$ cat config.mk
export PLATFORM = sky130hd
export DESIGN_NAME = imem_loader
export DESIGN_NICKNAME = d
export VERILOG_FILES = /design/src/rtl/imem_loader_pkg.sv /design/src/rtl/imem_byte_packer.sv /design/src/rtl/imem_loader.sv
export SDC_FILE = /design/constraint.sdc
export NUM_CORES = 1
export LEC_CHECK = 0
export ABC_AREA = 0
export BUFFER_PORTS_ARGS = -buffer_cell sky130_fd_sc_hd__buf_2
export CAP_MARGIN = 20
export CORE_MARGIN = 2
export CORE_UTILIZATION = 40
export DETAILED_ROUTE_END_ITERATION = 6
export PLACE_DENSITY_LB_ADDON = 0.05
export SYNTH_ARGS = -nofsm -noshare
export SYNTH_HDL_FRONTEND = slang
export SYNTH_SLANG_ARGS = --single-unit
$ cat constraint.sdc
create_clock -name clk_i -period 2.6 [get_ports clk_i]
set_clock_uncertainty 0.2 [all_clocks]
set_input_delay 0.26 -clock clk_i [delete_from_list [all_inputs] [get_ports clk_i]]
set_output_delay 0.26 -clock clk_i [all_outputs]
set_load 0.02 [all_outputs]
$ cat src/rtl/imem_loader_pkg.sv
// Shared definitions for the instruction-memory loader: FSM state encoding,
// word geometry and a small byte-counter helper.
package imem_loader_pkg;

  // Loader FSM states
  typedef enum logic [1:0] {
    ST_IDLE  = 2'd0,
    ST_RECV  = 2'd1,
    ST_WRITE = 2'd2,
    ST_DONE  = 2'd3
  } state_t;

  localparam int WORD_BYTES = 4;   // bytes per instruction word
  localparam int ADDR_LSB   = 2;   // byte-address bits below the word index
  localparam int BYTE_W     = 8;
  localparam int WORD_W     = WORD_BYTES * BYTE_W;

  // True when the byte counter points at the final byte of a word
  function automatic logic is_last_byte(input logic [1:0] cnt);
    return cnt == 2'(WORD_BYTES - 1);
  endfunction

endpackage

$ cat src/rtl/imem_byte_packer.sv
// 8->32 packing register. Each loaded byte shifts the word by one lane so
// that after four loads the first byte sits in [31:24] (BIG_ENDIAN=1) or in
// [7:0] (BIG_ENDIAN=0). word_next_o shows the word including the byte being
// offered this cycle, so the caller can capture a complete word on the same
// edge that accepts its last byte.
module imem_byte_packer
  import imem_loader_pkg::*;
#(
  parameter bit BIG_ENDIAN = 1'b1
) (
  input  logic              clk_i,
  input  logic              rst_i,
  input  logic              clr_i,
  input  logic              load_i,
  input  logic [BYTE_W-1:0] byte_i,
  output logic [WORD_W-1:0] word_next_o
);

  logic [WORD_W-1:0] word_reg;
  logic [WORD_W-1:0] word_next;

  // Per-lane shift network: each lane takes its neighbour, the entry lane takes byte_i
  for (genvar gi = 0; gi < WORD_BYTES; gi++) begin : g_lane
    if (BIG_ENDIAN) begin : g_be
      if (gi == 0) begin : g_entry
        assign word_next[gi*BYTE_W +: BYTE_W] = byte_i;
      end else begin : g_shift
        assign word_next[gi*BYTE_W +: BYTE_W] = word_reg[(gi-1)*BYTE_W +: BYTE_W];
      end
    end else begin : g_le
      if (gi == WORD_BYTES - 1) begin : g_entry
        assign word_next[gi*BYTE_W +: BYTE_W] = byte_i;
      end else begin : g_shift
        assign word_next[gi*BYTE_W +: BYTE_W] = word_reg[(gi+1)*BYTE_W +: BYTE_W];
      end
    end
  end

  assign word_next_o = word_next;

  // Packing register: cleared on reset or new load/abort, shifts on each accepted byte
  always_ff @(posedge clk_i) begin
    if (rst_i || clr_i) begin
      word_reg <= '0;
    end else if (load_i) begin
      word_reg <= word_next;
    end
  end

endmodule

$ cat src/rtl/imem_loader.sv
// Instruction-memory loader: accepts a byte stream over valid/ready, packs
// four bytes per word and writes words to consecutive word-aligned byte
// addresses from 0. The CPU is held in reset until a complete image is in.
module imem_loader
  import imem_loader_pkg::*;
#(
  parameter int ADDR_W     = 10,
  parameter bit BIG_ENDIAN = 1'b1
) (
  input  logic              clk_i,
  input  logic              rst_i,
  input  logic              start_i,
  input  logic [ADDR_W:0]   len_i,
  input  logic              abort_i,
  input  logic [7:0]        byte_i,
  input  logic              byte_valid_i,
  output logic              byte_ready_o,
  output logic              mem_we_o,
  output logic [31:0]       mem_addr_o,
  output logic [31:0]       mem_data_o,
  output logic              cpu_rst_n_o,
  output logic              busy_o,
  output logic              done_o,
  output logic              err_o
);

  // Largest legal length: the full memory capacity
  localparam logic [ADDR_W:0] MAX_LEN = {1'b1, {ADDR_W{1'b0}}};
  localparam logic [ADDR_W:0] LEN_ONE = (ADDR_W+1)'(1);

  state_t              state_reg;
  logic [1:0]          byte_cnt_reg;
  logic [ADDR_W-1:0]   word_cnt_reg;
  logic [ADDR_W:0]     len_reg;

  logic                byte_ready_reg;
  logic                mem_we_reg;
  logic [31:0]         mem_addr_reg;
  logic [31:0]         mem_data_reg;
  logic                cpu_rst_n_reg;
  logic                busy_reg;
  logic                done_reg;
  logic                err_reg;

  logic                byte_fire;
  logic                start_accept;
  logic                abort_hit;
  logic                last_word;
  logic                packer_load;
  logic                packer_clr;
  logic [WORD_W-1:0]   packed_next;
  logic [31:0]         word_addr;

  // Handshake, start/abort qualification and word-position decode
  always_comb begin
    byte_fire    = byte_valid_i & byte_ready_reg;
    start_accept = start_i & ((state_reg == ST_IDLE) || (state_reg == ST_DONE));
    abort_hit    = abort_i & ((state_reg == ST_RECV) || (state_reg == ST_WRITE));
    last_word    = ({1'b0, word_cnt_reg} == (len_reg - LEN_ONE));
    // An abort on the same edge as a byte discards that byte too
    packer_load  = byte_fire & (state_reg == ST_RECV) & ~abort_i;
    packer_clr   = start_accept | abort_hit;
    word_addr    = {{(32-ADDR_W-ADDR_LSB){1'b0}}, word_cnt_reg, {ADDR_LSB{1'b0}}};
  end

  imem_byte_packer #(
    .BIG_ENDIAN (BIG_ENDIAN)
  ) u_packer (
    .clk_i       (clk_i),
    .rst_i       (rst_i),
    .clr_i       (packer_clr),
    .load_i      (packer_load),
    .byte_i      (byte_i),
    .word_next_o (packed_next)
  );

  // Loader FSM with counters and registered outputs
  always_ff @(posedge clk_i) begin
    if (rst_i) begin
      state_reg      <= ST_IDLE;
      byte_cnt_reg   <= '0;
      word_cnt_reg   <= '0;
      len_reg        <= '0;
      byte_ready_reg <= 1'b0;
      mem_we_reg     <= 1'b0;
      mem_addr_reg   <= '0;
      mem_data_reg   <= '0;
      cpu_rst_n_reg  <= 1'b0;
      busy_reg       <= 1'b0;
      done_reg       <= 1'b0;
      err_reg        <= 1'b0;
    end else begin
      // Write strobe is a single-cycle pulse
      mem_we_reg <= 1'b0;
      case (state_reg)
        ST_IDLE, ST_DONE: begin
          // abort_i is meaningless here, so start always wins
          if (start_i) begin
            done_reg      <= 1'b0;
            err_reg       <= 1'b0;
            cpu_rst_n_reg <= 1'b0;
            byte_cnt_reg  <= '0;
            word_cnt_reg  <= '0;
            if (len_i == '0) begin
              // Empty image: nothing to write, release the CPU at once
              state_reg     <= ST_DONE;
              done_reg      <= 1'b1;
              cpu_rst_n_reg <= 1'b1;
            end else if (len_i > MAX_LEN) begin
              state_reg <= ST_IDLE;
              err_reg   <= 1'b1;
            end else begin
              len_reg        <= len_i;
              state_reg      <= ST_RECV;
              byte_ready_reg <= 1'b1;
              busy_reg       <= 1'b1;
            end
          end
        end

        ST_RECV: begin
          if (abort_i) begin
            // Abort sampled with a word's last byte also cancels its write
            state_reg      <= ST_IDLE;
            err_reg        <= 1'b1;
            byte_ready_reg <= 1'b0;
            busy_reg       <= 1'b0;
            byte_cnt_reg   <= '0;
          end else if (byte_fire) begin
            byte_cnt_reg <= byte_cnt_reg + 2'd1;
            if (is_last_byte(byte_cnt_reg)) begin
              // Word complete: present it to memory in the next cycle
              state_reg      <= ST_WRITE;
              byte_ready_reg <= 1'b0;
              mem_we_reg     <= 1'b1;
              mem_addr_reg   <= word_addr;
              mem_data_reg   <= packed_next;
            end
          end
        end

        ST_WRITE: begin
          if (abort_i) begin
            state_reg      <= ST_IDLE;
            err_reg        <= 1'b1;
            byte_ready_reg <= 1'b0;
            busy_reg       <= 1'b0;
            byte_cnt_reg   <= '0;
          end else if (last_word) begin
            state_reg     <= ST_DONE;
            busy_reg      <= 1'b0;
            done_reg      <= 1'b1;
            cpu_rst_n_reg <= 1'b1;
          end else begin
            word_cnt_reg   <= word_cnt_reg + ADDR_W'(1);
            state_reg      <= ST_RECV;
            byte_ready_reg <= 1'b1;
          end
        end

        default: begin
          state_reg      <= ST_IDLE;
          byte_ready_reg <= 1'b0;
          busy_reg       <= 1'b0;
        end
      endcase
    end
  end

  assign byte_ready_o = byte_ready_reg;
  assign mem_we_o     = mem_we_reg;
  assign mem_addr_o   = mem_addr_reg;
  assign mem_data_o   = mem_data_reg;
  assign cpu_rst_n_o  = cpu_rst_n_reg;
  assign busy_o       = busy_reg;
  assign done_o       = done_reg;
  assign err_o        = err_reg;

endmodule

Word level (Yosys, flattened, before mapping). Cells that the tools add are included.

Input port bits: 24. Output and inout bits: 70. Logic and storage cells: 105. Register bits after elaboration: 96.

Mux-type cells: 42. Reductions and logical operators: 18. Eq/ne operators: 18. Add/sub/neg operators: 3. Bitwise logic cells: 11. Magnitude comparators: 1.

Operators with widths (count): 10-bit 2-to-1 mux (3); 2-bit 2-to-1 mux (11); 1-bit 2-to-1 mux (21); 10-bit case mux with 2 select lines (1); 2-bit inequality test (second input constant) (8); 4-bit AND reduction (4); 2-bit case mux with 3 select lines (2); 10-bit by 11-bit equality test with 1-bit output (1); 11-bit > comparator (second input constant) (1); 11-bit zero test (1); 11-bit by 1-bit subtractor with 11-bit output (second input constant) (1); 10-bit by 1-bit adder with 10-bit output (second input constant) (1); 3-bit inequality test (second input constant) (3); 2-bit equality test (second input constant) (3); 1-bit case mux with 3 select lines (2); 3-bit AND reduction (2); 6-bit AND reduction (1); 1-bit bitwise AND (5); 1-bit inverter (5); 5-bit AND reduction (1); 1-bit case mux with 2 select lines (2); 2-bit OR reduction (2); 4-bit OR reduction (1); 1-bit logical OR (3); 8 further kinds (8).

Longest topological paths before layout. Gate-level depths: netlist of run 1.

Depth after elaboration: 5. Gate-level depth with buffers: 10. Mapped depth without buffers: 9.

By module. Synthesis of run 1 repeated with hierarchy kept, for this count alone.

Cells, all modules: 533. Area, all modules: 4490.6 um^2.

By module, submodules not included: imem_loader (sequential area each 1441.4 um^2, area an instance 3563.4 um^2, cells each 446, times used 1); imem_byte_packer (sequential area each 480.5 um^2, area an instance 927.1 um^2, cells each 87, times used 1).

Worst setup path before layout of run 1. OpenSTA, ideal clock, no wires.

Kind: register to register. Start point: register len_reg[0]. End point: register busy_reg (netlist: busy_o). Path slack: 0.203 ns. Clock period less this slack: 2.397 ns. Cell stages (with the launch flop): 10. Arrival time: 2.125 ns. Library setup time: 0.072 ns. Cells stage by stage: dfxtp_1 inv_1 ha_1 nor2b_1 or3_1 a31oi_1 and4_4 nand3_2 a221oi_2 mux2i_1.

Cells in the longest elaborated chain, start to end: 4.

RTL lines: from (decl) (line imem_loader.sv:34) `logic [ADDR_W:0] len_reg;`; from (signal assigned) (line imem_loader.sv:113) `len_reg <= len_i;`; 11-bit by 1-bit subtractor with 11-bit output (line imem_loader.sv:59) `last_word = ({1'b0, word_cnt_reg} == (len_reg - LEN_ONE));`; 10-bit by 11-bit equality test with 1-bit output (line imem_loader.sv:59); 3-bit inequality test (no line); 5-bit AND reduction (no line); to (signal assigned) (line imem_loader.sv:89) `busy_reg <= 1'b0;`; to (signal assigned) (line imem_loader.sv:116) `busy_reg <= 1'b1;`; to (signal assigned) (line imem_loader.sv:127) `busy_reg <= 1'b0;`; to (decl) (line imem_loader.sv:41) `logic busy_reg;`.

No other way between the ends. A chain may end at the register's enable or synchronous reset.

Worst setup path in the final report of run 1.
Start point: register len_reg[1]. End point: register word_cnt_reg[1].

Cells in the longest elaborated chain, start to end: 4.

RTL lines: 11-bit by 1-bit subtractor with 11-bit output (line imem_loader.sv:59); 10-bit by 11-bit equality test with 1-bit output (line imem_loader.sv:59); 2-bit inequality test (no line); 4-bit AND reduction (no line); to (signal assigned) (line imem_loader.sv:155) `word_cnt_reg <= word_cnt_reg + ADDR_W'(1);`; to (decl) (line imem_loader.sv:33) `logic [ADDR_W-1:0] word_cnt_reg;`.

No other way between the ends.

==> results.sh, run 1 <==
export IMPL_yosysWarnings=0
export IMPL_drive_gt1_share_pct=21.7
export IMPL_vias=3900
export IMPL_r2r_setup_slack_ns=0.15
export IMPL_holdCritPathClass="in -> reg"
export IMPL_numPortBuffers=71
export IMPL_post_route_period_util_pct=94.4
export IMPL_grt_max_degree=35
export IMPL_cp_max_fo=13
export IMPL_cts_buffer_depth=2
export IMPL_yosysTopAreaCell="dfxtp_1"
export IMPL_startpoint_type="flip-flop"
export IMPL_ys_seq_elements=96
export IMPL_status="finished clean"
export IMPL_swShare_pct=36.0
export IMPL_start_util_pct=41.5
export IMPL_combPwrFrac_pct=31.6
export IMPL_core_um2=10400
export IMPL_vias_per_cell=5.00
export IMPL_tightest_slew_ns=0.612
export IMPL_antenna_found_initial=0
export IMPL_placed_area_um2=4780
export IMPL_rsz0062_at_grt="false"
export IMPL_cts_root_buf="clkbuf_8"
export IMPL_nNetsFinal=668
export IMPL_fin_crit_ns=2.45
export IMPL_ant_nets=0
export IMPL_die_h_um=108
export IMPL_clkTransAtPathRegs_ns=0.10
export IMPL_grt_overflow_total=0
export IMPL_antennaDiodeCount=0
export IMPL_intPower_mw=2.43
export IMPL_pwr_share_seq_pct=42.5
export IMPL_synth_avg_cell_area_um2=7.97
export IMPL_die_w_um=108
export IMPL_ir_drop_v=0.000491
export IMPL_ys_types=57
export IMPL_max_stage_delay_ns=0.39
export IMPL_design_die_area_um2=11600
export IMPL_routabilityCongestion=0.794
export IMPL_synth_area_leaders="dfxtp_1 45%, nand2_1 13%, a21oi_1 8.4%, buf_4 4.2%, mux2i_1 3.7%"
export IMPL_synthArstFlopShare_pct=0
export IMPL_yosysSeqAreaShare_pct=44.7
export IMPL_n_fill_cell=1060
export IMPL_synth_most_common_cell="nand2_1"
export IMPL_dp_hpwl_um=7390
export IMPL_largest_reg_flops=32
export IMPL_synth_edf_count=0
export IMPL_htree_levels=3
export IMPL_design_area_um2=5280
export IMPL_drt_pre_antenna_iters=5
export IMPL_p_total_mw=3.80
export IMPL_synthTopCellsByCount="147 x nand2_1, 96 x dfxtp_1, 72 x a21oi_1"
export IMPL_power_switching_mw=1.37
export IMPL_cts_buffers=9
export IMPL_ys_flop_type="dfxtp_1"
export IMPL_slew_violations=0
export IMPL_clkSinkCount=96
export IMPL_ios=94
export IMPL_cp_cell_sequence="or3_4 -> o31a_1 -> o31ai_1 -> and4_4 -> nand4_4 -> and2_1 -> o32ai_2"
export IMPL_end_kind="flip-flop"
export IMPL_slew_headroom_pct=59.1
export IMPL_crit_path_top_delay_cell="or3_4"
export IMPL_fin_util_pct=50.9
export IMPL_placementRows=37
export IMPL_syn_inst=540
export IMPL_power_density_nw_per_um2=719
export IMPL_area_growth_pct=22.8
export IMPL_clock_latency_ns=0.37
export IMPL_track_usage_pct=18.3
export IMPL_crit_required_ns=2.68
export IMPL_wl_um=10500
export IMPL_hold_violations=0
export IMPL_dp_cells=738
export IMPL_drc=0
export IMPL_leakage_nw=2.15
export IMPL_path_class="reg -> reg"
export IMPL_first_iter_violations=154
export IMPL_routedWlPerCell_um=13.5
export IMPL_yosys_area_top_type_share_pct=44.7
export IMPL_p_clk_share_pct=25.9
export IMPL_instances_no_fill=780
export IMPL_fmax_mhz=407
export IMPL_tns_ns=0
export IMPL_setup_violations=0
export IMPL_synth_area_um2=4300
export IMPL_maxCapViolCount=0
export IMPL_grt_pass1_vias=3492
export IMPL_grt_pass1_wl_um=17100
export IMPL_critical_path_arrival_ns=2.53
export IMPL_cts_tree="built"
-- cell families after synthesis --
| family | share of synthesized area (%) |
|---|---|
| simple gates | 25.6 |
| compound gates | 14.6 |
| flops | 44.7 |
| buf+inv | 7.79 |
| mux | 3.72 |
| xor+xnor | 2.04 |
| fa+ha+maj | 1.45 |
| other cells | 0.0872 |
-- placed cells by master, fill, tap and decap left out, drive strengths merged, types with 2 or more instances in the layout --
cell,instances
a211oi,2
a21oi,73
a31oi,5
and2,3
and3,8
and4,2
buf,101
clkbuf,10
clkinv,3
conb,22
dfxtp,96
dlygate4sd3,20
ha,5
inv,12
mux2i,16
nand2,147
nand2b,4
nand3,9
nand4,9
nand4b,3
nor2,35
nor2b,5
nor3,3
nor4,3
o21ai,4
o31ai,3
or2,5
or3,6
xnor2,7
xor2,3
-- metrics by stage --
| step | setup slack (ns) | hold WS (ns) |
|---|---|---|
| after global routing | 0.00378 | 0.170 |
| after floorplan | 0.203 | 0.175 |
| after CTS | 0.0168 | 0.101 |
| after global placement | 0.0582 | 0.240 |
| after detailed placement | -0.0357 | 0.245 |
| final | 0.146 | 0.118 |
-- what timing repair did --
| action | CTS | global route |
|---|---|---|
| hold buffers | 20 | 0 |
| endpoints found under the setup margin | 2 | 11 |
| cloned | 0 | 0 |
| pin swaps | 0 | 3 |
| resized for setup | 1 | 12 |
| setup buffers | 3 | 2 |
| hold endpoints to repair | 28 | 0 |
-- worst max-delay path: cells and delay by family, from the launching register on --
kind            cells  cell delay [ns]
simple gates        4             1.10
compound gates      3             0.71
flops               1             0.37
-- area by class of cell --
type                            instances  area, µm²  share of cell area, %
Multi-Input combinational cell        402       2160                   41.0
Sequential cell                        96       1930                   36.5
Timing Repair Buffer                  121        785                   14.9
Tap cell                              136        170                   3.22
Clock buffer                           10        138                   2.61
Clock inverter                          6       62.6                   1.18
Inverter                                9       33.8                  0.640
-- final timing paths --
check	startpoint	end	cells past startpoint
worst min-delay path	abort_i	state_reg[1]	4
worst min register to register	mem_data_o[25]	mem_data_o[25]	2
worst max register to register	len_reg[1]	word_cnt_reg[1]	7
worst max-delay path	len_reg[1]	word_cnt_reg[1]	7
-- layer usage --
metal | global-route usage (%) | share of wire (%) | vias up
met1 | 27.1 | 51 | 1808
met2 | 27.5 | 43 | 105
met4 | 5.22 | 1.1 | 0
met3 | 2.72 | 4.8 | 10
met5 | 0 | 0 | -
li1 | - | - | 1977
-- power groups by stage --
| stage | Sequential, mW | Clock (mW) | Combinational (mW) |
|---|---|---|---|
| after floorplan | 1.66 | 0 | 0.789 |
| after global placement | 1.64 | 0 | 1.11 |
| after detailed placement | 1.64 | 0 | 1.12 |
| after CTS | 1.61 | 1.01 | 1.15 |
| after global routing | 1.62 | 1.07 | 1.32 |
| final | 1.61 | 0.984 | 1.20 |
Note: power is estimated with default switching activity, not from simulation.
==> run 2, diff against run 1 <==
PLACE_DENSITY = 0.58   (was not set)
PLACE_DENSITY_LB_ADDON = not set   (was 0.05)
TNS_END_PERCENT = 1   (was not set)
==> run 2 against run 1 <==
Compared with the run above:
- first-iteration DRC count increased by 37%
- setup slack got worse by 0.015 ns
- clock-buffer cell count down 1
- hold slack improved by 0.017 ns
- critical path depth up 4
- via count increased by 0.97%
- routed wire length grew 2.3%
- sequential power is essentially flat
- clock power increased by 9%
- cell count increased by 0.13%
- die area unchanged
- non-clock buffer count is the same
- critical path type unchanged
- largest cell class unchanged
- largest power group unchanged
==> results.sh, run 2 (same netlist as run 1, synthesis figures left out) <==
export IMPL_wl_met2_um=4660
export IMPL_tightest_slew_ns=0.657
export IMPL_die_h_um=108
export IMPL_start_util_pct=41.5
export IMPL_vias=3938
export IMPL_ant_nets=0
export IMPL_wl_um=10700
export IMPL_final_cell_mix="147 x nand2_1, 91 x dfxtp_1, 72 x a21oi_1"
export IMPL_startpoint_type="flip-flop"
export IMPL_swShare_pct=35.7
export IMPL_intPower_mw=2.54
export IMPL_top_layer="met4"
export IMPL_grt_pass1_vias=3455
export IMPL_core_um2=10400
export IMPL_clkTransAtPathRegs_ns=0.10
export IMPL_numPortBuffers=71
export IMPL_htree_levels=3
export IMPL_grt_overflow_total=0
export IMPL_grt_max_degree=36
export IMPL_cts_buffers=9
export IMPL_slew_headroom_pct=56.2
export IMPL_cts_buffer_depth=2
export IMPL_antennaDiodeCount=0
export IMPL_pwr_share_seq_pct=41.1
export IMPL_crit_required_ns=2.70
export IMPL_routabilityCongestion=0.863
export IMPL_post_route_period_util_pct=95.0
export IMPL_leakage_nw=2.17
export IMPL_nNetsFinal=669
export IMPL_vias_per_cell=5.04
export IMPL_first_iter_violations=211
export IMPL_grt_pass1_wl_um=17000
export IMPL_status="finished clean"
export IMPL_dp_hpwl_um=7480
export IMPL_setup_slack_ns=0.130
export IMPL_fin_crit_ns=2.47
export IMPL_drive_gt1_share_pct=22.3
export IMPL_placementRows=37
export IMPL_setup_violations=0
export IMPL_fmax_mhz=405
export IMPL_cts_root_buf="clkbuf_8"
export IMPL_instances_no_fill=781
export IMPL_dp_cells=733
export IMPL_area_growth_pct=24.4
export IMPL_ir_drop_v=0.000530
export IMPL_clkSinkCount=96
export IMPL_wl_met3_um=479
export IMPL_hold_violations=0
export IMPL_holdCritPathClass="in -> reg"
export IMPL_final_common_cell="nand2_1"
export IMPL_cts_tree="built"
export IMPL_p_clk_share_pct=27.1
export IMPL_critical_path_arrival_ns=2.57
export IMPL_cp_max_fo=5
export IMPL_m1WireLength_um=5490
export IMPL_end_kind="flip-flop"
export IMPL_power_density_nw_per_um2=738
export IMPL_antenna_found_initial=0
export IMPL_clock_latency_ns=0.37
export IMPL_design_area_um2=5350
export IMPL_routedWlPerCell_um=13.7
export IMPL_largest_reg_flops=32
export IMPL_power_switching_mw=1.41
export IMPL_die_w_um=108
export IMPL_combPwrFrac_pct=31.7
export IMPL_ios=94
export IMPL_drc=0
export IMPL_track_usage_pct=18.2
export IMPL_path_class="reg -> reg"
export IMPL_slew_violations=0
export IMPL_design_die_area_um2=11600
export IMPL_maxCapViolCount=0
export IMPL_drt_pre_antenna_iters=4
export IMPL_placed_area_um2=4750
export IMPL_dp_slack_ns=-0.0777
[run 2: stage by stage]
step                      utilization, %  hold slack, ns  power, mW  TNS [ns]
after floorplan                        -           0.175       2.44         0
after global placement              45.8           0.240       2.70   -0.0137
after detailed placement            45.8           0.243       2.71    -0.153
after CTS                           50.1           0.111       3.82         0
after global routing                51.6           0.149       4.16   -0.0387
final                               51.6           0.135       3.95         0
[run 2: area by class of cell]
cell class | instances | area [µm²]
clock inverter | 7 | 96.3
fill | 1030 | 5020
clock buffer | 9 | 124
timing repair buffer | 121 | 785
sequential | 96 | 1930
multi-input combinational | 403 | 2210
inverter | 9 | 33.8
tap | 136 | 170
[run 2: power groups by stage]
stage	sequential (mW)	clock [mW]	combinational, mW
finish	1.62	1.07	1.25
global route	1.64	1.16	1.37
CTS	1.62	1.10	1.10
detailed placement	1.65	0	1.06
global placement	1.65	0	1.05
floorplan	1.66	0	0.789
[run 2: final timing paths]
kind,startpoint,to,slack [ns],depth (start not counted)
max reg2reg,len_reg[1],busy_o,0.13,11
min,abort_i,state_reg[1],0.13,4
min reg2reg,mem_data_o[0],mem_data_o[0],0.26,2
max,len_reg[1],busy_o,0.13,11
[run 2: timing repair]
item,in CTS,in global routing
endpoints found under the setup margin,9,13
hold endpoints to repair,28,0
resized for setup,3,18
hold buffers,20,0
buffers inserted,2,8
pin swaps,0,6
cloned,0,1
[run 2: worst max-delay path, stage by stage, from the launching register on]
cell      delay [ns]
dfxtp_4         0.39
inv_1           0.05
ha_2            0.17
buf_6           0.12
o21ba_4         0.21
nor2_1          0.05
a311o_1         0.31
nand4_1         0.15
buf_4           0.16
nand3_4         0.09
a221oi_4        0.30
mux2i_1         0.19
[run 2: layer usage]
metal  vias up  track usage [%]
met2       112             27.0
li1       1985                -
met5         -                0
met1      1831             27.4
met3        10             2.97
met4         0             4.67
